**config.mk**
```make
export PLATFORM = sky130hd
export DESIGN_NAME = uart_tx_arbiter
export DESIGN_NICKNAME = d
export VERILOG_FILES = /design/src/rtl/uart_arb_pkg.sv /design/src/rtl/rr_pick.sv /design/src/rtl/uart_tx_arbiter.sv
export SDC_FILE = /design/constraint.sdc
export NUM_CORES = 1
export LEC_CHECK = 0
export BUFFER_PORTS_ARGS = -buffer_cell sky130_fd_sc_hd__buf_2
export CORE_UTILIZATION = 40
export DETAILED_ROUTE_END_ITERATION = 12
export GPL_TIMING_DRIVEN = 1
export PLACE_DENSITY = 0.76
export SYNTH_ARGS = -nofsm -noshare
export SYNTH_HDL_FRONTEND = slang
export SYNTH_SLANG_ARGS = --single-unit
```
**constraint.sdc**
```tcl
create_clock -name io_axiClk -period 1.9 [get_ports io_axiClk]
set_input_delay 0.19 -clock io_axiClk [delete_from_list [all_inputs] [get_ports io_axiClk]]
set_output_delay 0.19 -clock io_axiClk [all_outputs]
set_load 0.01 [all_outputs]
```
**src/rtl/uart_arb_pkg.sv**
```systemverilog
// Shared definitions for the UART TX round-robin arbiter: FSM encoding,
// counter width and the clog2 helper used to size requester ids.
package uart_arb_pkg;

  typedef enum logic [0:0] {
    ST_IDLE = 1'b0,
    ST_XFER = 1'b1
  } arb_state_e;

  localparam int CNT_W = 8;

  function automatic int clog2(input int value);
    int width;
    width = 0;
    for (int v = value - 32'sd1; v > 32'sd0; v = v >>> 1) begin
      width = width + 32'sd1;
    end
    if (width == 32'sd0) begin
      width = 32'sd1;
    end else begin
      width = width;
    end
    return width;
  endfunction

endpackage

```
**src/rtl/rr_pick.sv**
```systemverilog
// Combinational round-robin pick: first requester with req set, searching
// upward from ptr+1 and wrapping, using a doubled request vector.
module rr_pick
  import uart_arb_pkg::*;
#(
  parameter int NUM_REQ = 4,
  parameter int IDW     = clog2(NUM_REQ)
) (
  input  logic [NUM_REQ-1:0] req,
  input  logic [IDW-1:0]     ptr,
  output logic [IDW-1:0]     gnt_id,
  output logic               any
);

  localparam logic [IDW:0] LAST_ID   = (IDW+1)'(NUM_REQ - 1);
  localparam logic [IDW:0] ONE_ID    = (IDW+1)'(1);
  localparam logic [IDW:0] NUM_REQ_W = (IDW+1)'(NUM_REQ);

  logic [2*NUM_REQ-1:0] dbl_s;
  logic [NUM_REQ-1:0]   rot_s;
  logic [IDW:0]         start_s;
  logic [IDW:0]         off_s;
  logic [IDW:0]         sum_s;

  // Rotate the doubled vector so bit 0 is the requester just after ptr.
  always_comb begin
    if ({1'b0, ptr} >= LAST_ID) begin
      start_s = '0;
    end else begin
      start_s = {1'b0, ptr} + ONE_ID;
    end
    dbl_s = {req, req};
    rot_s = NUM_REQ'(dbl_s >> start_s);
  end

  // Lowest set bit of the rotated vector, mapped back to a requester id.
  always_comb begin
    any   = |rot_s;
    off_s = '0;
    for (int i = NUM_REQ - 1; i >= 0; i--) begin
      off_s = rot_s[i] ? (IDW+1)'(i) : off_s;
    end
    sum_s = start_s + off_s;
    if (sum_s >= NUM_REQ_W) begin
      gnt_id = IDW'(sum_s - NUM_REQ_W);
    end else begin
      gnt_id = IDW'(sum_s);
    end
  end

endmodule

```
**src/rtl/uart_tx_arbiter.sv**
```systemverilog
// Round-robin arbiter sharing the UART TX byte port among NUM_REQ requesters;
// a grant lasts for a whole frame (last) or at most MAX_BURST bytes.
module uart_tx_arbiter
  import uart_arb_pkg::*;
#(
  parameter int NUM_REQ   = 4,
  parameter int DATA_W    = 8,
  parameter int MAX_BURST = 16
) (
  input  logic                      io_axiClk,
  input  logic                      io_resetn,
  input  logic [NUM_REQ-1:0]        io_req_valid,
  input  logic [NUM_REQ*DATA_W-1:0] io_req_data,
  input  logic [NUM_REQ-1:0]        io_req_last,
  output logic [NUM_REQ-1:0]        io_req_ready,
  output logic                      io_tx_valid,
  output logic [DATA_W-1:0]         io_tx_data,
  input  logic                      io_tx_ready,
  output logic [clog2(NUM_REQ)-1:0] io_grant_id,
  output logic                      io_busy,
  output logic                      io_burst_cut
);

  localparam int               IDW      = clog2(NUM_REQ);
  localparam logic [CNT_W-1:0] CNT_LAST = CNT_W'(MAX_BURST - 1);
  localparam logic [CNT_W-1:0] CNT_ONE  = CNT_W'(1);
  localparam logic [IDW-1:0]   PTR_RST  = IDW'(NUM_REQ - 1);

  arb_state_e       state_q, state_d;
  logic [IDW-1:0]   grant_q, grant_d;
  logic [IDW-1:0]   ptr_q, ptr_d;
  logic [CNT_W-1:0] cnt_q, cnt_d;
  logic             cut_q, cut_d;

  logic [IDW-1:0]    pick_id_s;
  logic              pick_any_s;
  logic              sel_valid_s;
  logic              sel_last_s;
  logic [DATA_W-1:0] sel_data_s;

  rr_pick #(
    .NUM_REQ (NUM_REQ)
  ) u_pick (
    .req    (io_req_valid),
    .ptr    (ptr_q),
    .gnt_id (pick_id_s),
    .any    (pick_any_s)
  );

  always_comb begin
    sel_valid_s = io_req_valid[grant_q];
    sel_last_s  = io_req_last[grant_q];
    sel_data_s  = io_req_data[int'(grant_q)*DATA_W +: DATA_W];
  end

  // Next-state logic plus the combinational TX datapath while a grant is held.
  always_comb begin
    state_d      = state_q;
    grant_d      = grant_q;
    ptr_d        = ptr_q;
    cnt_d        = cnt_q;
    cut_d        = 1'b0;
    io_tx_valid  = 1'b0;
    io_tx_data   = '0;
    io_req_ready = '0;
    case (state_q)
      ST_IDLE: begin
        cnt_d = '0;
        if (pick_any_s) begin
          grant_d = pick_id_s;
          state_d = ST_XFER;
        end else begin
          state_d = ST_IDLE;
        end
      end
      ST_XFER: begin
        io_tx_valid           = sel_valid_s;
        io_tx_data            = sel_data_s;
        io_req_ready[grant_q] = io_tx_ready;
        if (sel_valid_s && io_tx_ready) begin
          cnt_d = cnt_q + CNT_ONE;
          // last takes precedence over the burst limit, so no cut pulse then.
          if (sel_last_s || (cnt_q == CNT_LAST)) begin
            state_d = ST_IDLE;
            ptr_d   = grant_q;
            cut_d   = ~sel_last_s;
          end else begin
            state_d = ST_XFER;
          end
        end else begin
          state_d = ST_XFER;
        end
      end
      default: begin
        state_d = ST_IDLE;
      end
    endcase
  end

  always_ff @(posedge io_axiClk) begin
    if (!io_resetn) begin
      state_q <= ST_IDLE;
      grant_q <= '0;
      ptr_q   <= PTR_RST;
      cnt_q   <= '0;
      cut_q   <= 1'b0;
    end else begin
      state_q <= state_d;
      grant_q <= grant_d;
      ptr_q   <= ptr_d;
      cnt_q   <= cnt_d;
      cut_q   <= cut_d;
    end
  end

  assign io_busy      = (state_q == ST_XFER);
  assign io_grant_id  = grant_q;
  assign io_burst_cut = cut_q;

endmodule

```
==> impl_metrics.toml <==
[outcome]
outcome = "finished, violations left"
violations = "negative setup slack"

[layout]
layout_commonest_cell = "buf_2"
fillers = 239
regArea_um2 = 286.5
final_nets = 228
final_cell_mix = "59 x buf_2, 14 x nor2_1, 11 x and2_1, 11 x dfxtp_1"
fin_util = 0.6023
n_antenna_cell = 0
syn_to_final_growth_pct = 37.49
multi_input_area_um2 = 809.5
drive_gt1_frac = 0.4862

[grt]
track_usage = 0.2352
grt_pass1_wl_um = 5009
grt_pass1_vias = 1171
antenna_found_initial = 0
overflow = 0
grt_max_degree = 12

[route]
routed_wl_um = 2998
drt_pre_antenna_iters = 4
drtAntennaViolNets = 0
via_count = 1176
drc_errors = 0
wl_per_cell_um = 14.21
drt_iter0_drc = 18
viasPerCell = 5.573

[clock_tree]
cts.sinks = 14
cts_tree = "built"
clkTransAtPathRegs_ps = 90
clk_latency_ps = 280
clockBufferDepth = 2
numCtsBuffers = 3
h-tree-depth = 1
cts-root-buf = "clkbuf_4"

[floorplan]
row_count = 18
die_x_um = 54.79
pin_count = 60
initial_core_util = 0.4381
core_um2 = 2545
die_y_um = 54.79
die-area_um2 = 3002

[sta]
grt_setup_unrepaired = "yes"
post-route-period-util = 1.003
setup_viol = 1
slew-limit-headroom = 0.6445
fin_crit_ps = 1905
hold-worst-slack_ps = 167.4
fin_worst_skew_ps = 3.805
slew_viol_final = 0
fmax_ghz = 0.5248
worst_pin_slew_ps = 528.4
setup_slack_ps = -5.358
hold_viol = 0

[logic_synthesis]
synth_xor_area_frac = 0.06285
syn_area_um2 = 1115
async_reset_ff_frac = 0
syn_area_per_cell_um2 = 9.448
synth_edf_count = 0
synthesis.nets = 164
ys_types = 37
muxShareOfSynthArea = 0.2211
syn_inst = 118
synth_seq_cells = 14
ys_warn_count = 0
ys.flop_type = "dfxtp_1"
synthSimpleGateAreaFrac = 0.2615
synth_compound_area_frac = 0.1212
ys_seq_area_frac = 0.2514
synth_top_family_by_area = "simple AND/OR/NAND/NOR gates"
synth_fa_ha_area_frac = 0.03367

[pwr]
pwr_density_cell_nw_per_um2 = 573.0
ir_drop_mv = 0.5056
p_leak_nw = 0.6863

[placed_design]
gp_congestion = 0.8340
portBuffers = 59
dp_hpwl_um = 2388
place_ws_ps = -65.28

[setup_path]
arrival_ps = 2060
path_class = "reg2reg"
crit_path_end_kind = "flop"
crit_path_max_fanout = 5
rr_worst_depth = 10
required_ps = 2050
cp-start-kind = "flop"

[min_path]
hold_path.class = "in2reg"
min_path_cells = 2

[run]
cap_violations = 0
[layer usage]
| layer | GRT usage | vias up | share of wire | wire length [um] |
|---|---|---|---|---|
| met3 | 0.05833 | 4 | 0.057 | 170 |
| met1 | 0.2765 | 554 | 0.40 | 1212 |
| met4 | 0.09402 | 0 | 0.015 | 44 |
| met2 | 0.4036 | 50 | 0.52 | 1570 |
| li1 | - | 568 | - | - |
| met5 | 0 | - | 0 | 0 |
[cell type report]
type	instances	share of cell area
Clock buffer	4	0.02367
Inverter	4	0.009796
Sequential cell	14	0.1869
Timing Repair Buffer	65	0.2269
Multi-Input combinational cell	94	0.5282
Tap cell	30	0.02449
[flip-flops by register name, summed over array words and instances, names as in the netlist]
register,flops
io_busy,1
cnt_q,8
io_grant_id,2
ptr_q,2
io_burst_cut,1
[synth_stat cells (2+ instances only)]
master	count	share of area
xor2_1	7	0.055
inv_1	4	0.013
a21oi_1	2	0.0090
dfxtp_1	14	0.25
o22ai_1	2	0.011
nand3_1	5	0.022
nand4_1	3	0.017
and2_1	11	0.062
mux4_2	7	0.14
and3_1	3	0.017
clkbuf_1	3	0.010
o21ai_0	4	0.018
nor2_1	14	0.047
o221ai_1	2	0.016
o21a_1	2	0.013
buf_6	2	0.020
nand2_1	7	0.024
mux4_1	3	0.071
nor3_1	2	0.0090
nor4_1	2	0.011
ha_1	3	0.034
[critical path, stage by stage (launching register included)]
cell and delay, ps:
dfxtp_2 340, ha_4 290, inv_2 40, a2bb2oi_2 110, o22ai_1 100, o22a_1 220, ha_2 180, xnor2_2 130
and2_1 140, o2111ai_1 90, o221ai_1 140
[what timing repair did]
item                                    in CTS  in global routing
setup buffers                                0                  1
endpoints found under the setup margin      10                  9
resized for setup                            5                  6
hold buffers                                 0                  0
pin swaps                                    1                  6
[power by group]
| part | switching (W) | internal (W) | leakage [nW] |
|---|---|---|---|
| sequential | 0.0000196 | 0.000306 | 0.114 |
| clock | 0.0000948 | 0.000116 | 0.0210 |
| combinational | 0.000160 | 0.000181 | 0.552 |
| total | 0.000275 | 0.000604 | 0.686 |
[path summary, 6_finish.rpt]
check	startpoint	to	slack [ps]
worst max-delay path	ptr_q[1]$_SDFFE_PN1P_	io_grant_id[1]$_SDFFE_PN0P_	-5
worst min-delay path	io_resetn	ptr_q[1]$_SDFFE_PN1P_	170
worst max register to register	ptr_q[1]$_SDFFE_PN1P_	io_grant_id[1]$_SDFFE_PN0P_	-5
worst min register to register	cnt_q[1]$_SDFFE_PN0P_	cnt_q[1]$_SDFFE_PN0P_	500
[per-stage QoR]
step | cells | instance area (um^2) | total power, W | TNS [ps]
6_report | 211 | 1533 | 0.0008782 | -5.358
5_1_grt | 211 | 1533 | 0.0009296 | -81.74
4_1_cts | 210 | 1508 | 0.0008698 | -23.12
3_5_place_dp | 206 | 1459 | 0.0006565 | -65.28
3_3_place_gp | 206 | 1459 | 0.0006409 | 0
2_1_floorplan | 118 | 1127 | 0.0005419 | 0
[cell families (layout without fill, tap and decap cells)]
group | count (synthesis) | after routing
and+or+nand+nor | 54 | 54
AOI/OAI and AO/OA | 18 | 18
DFF | 14 | 14
muxes | 11 | 11
buffers and inverters | 10 | 73
xor gates and xnor gates | 8 | 8
adders and majority gates | 3 | 3
Power figures use the tool's default switching activity.
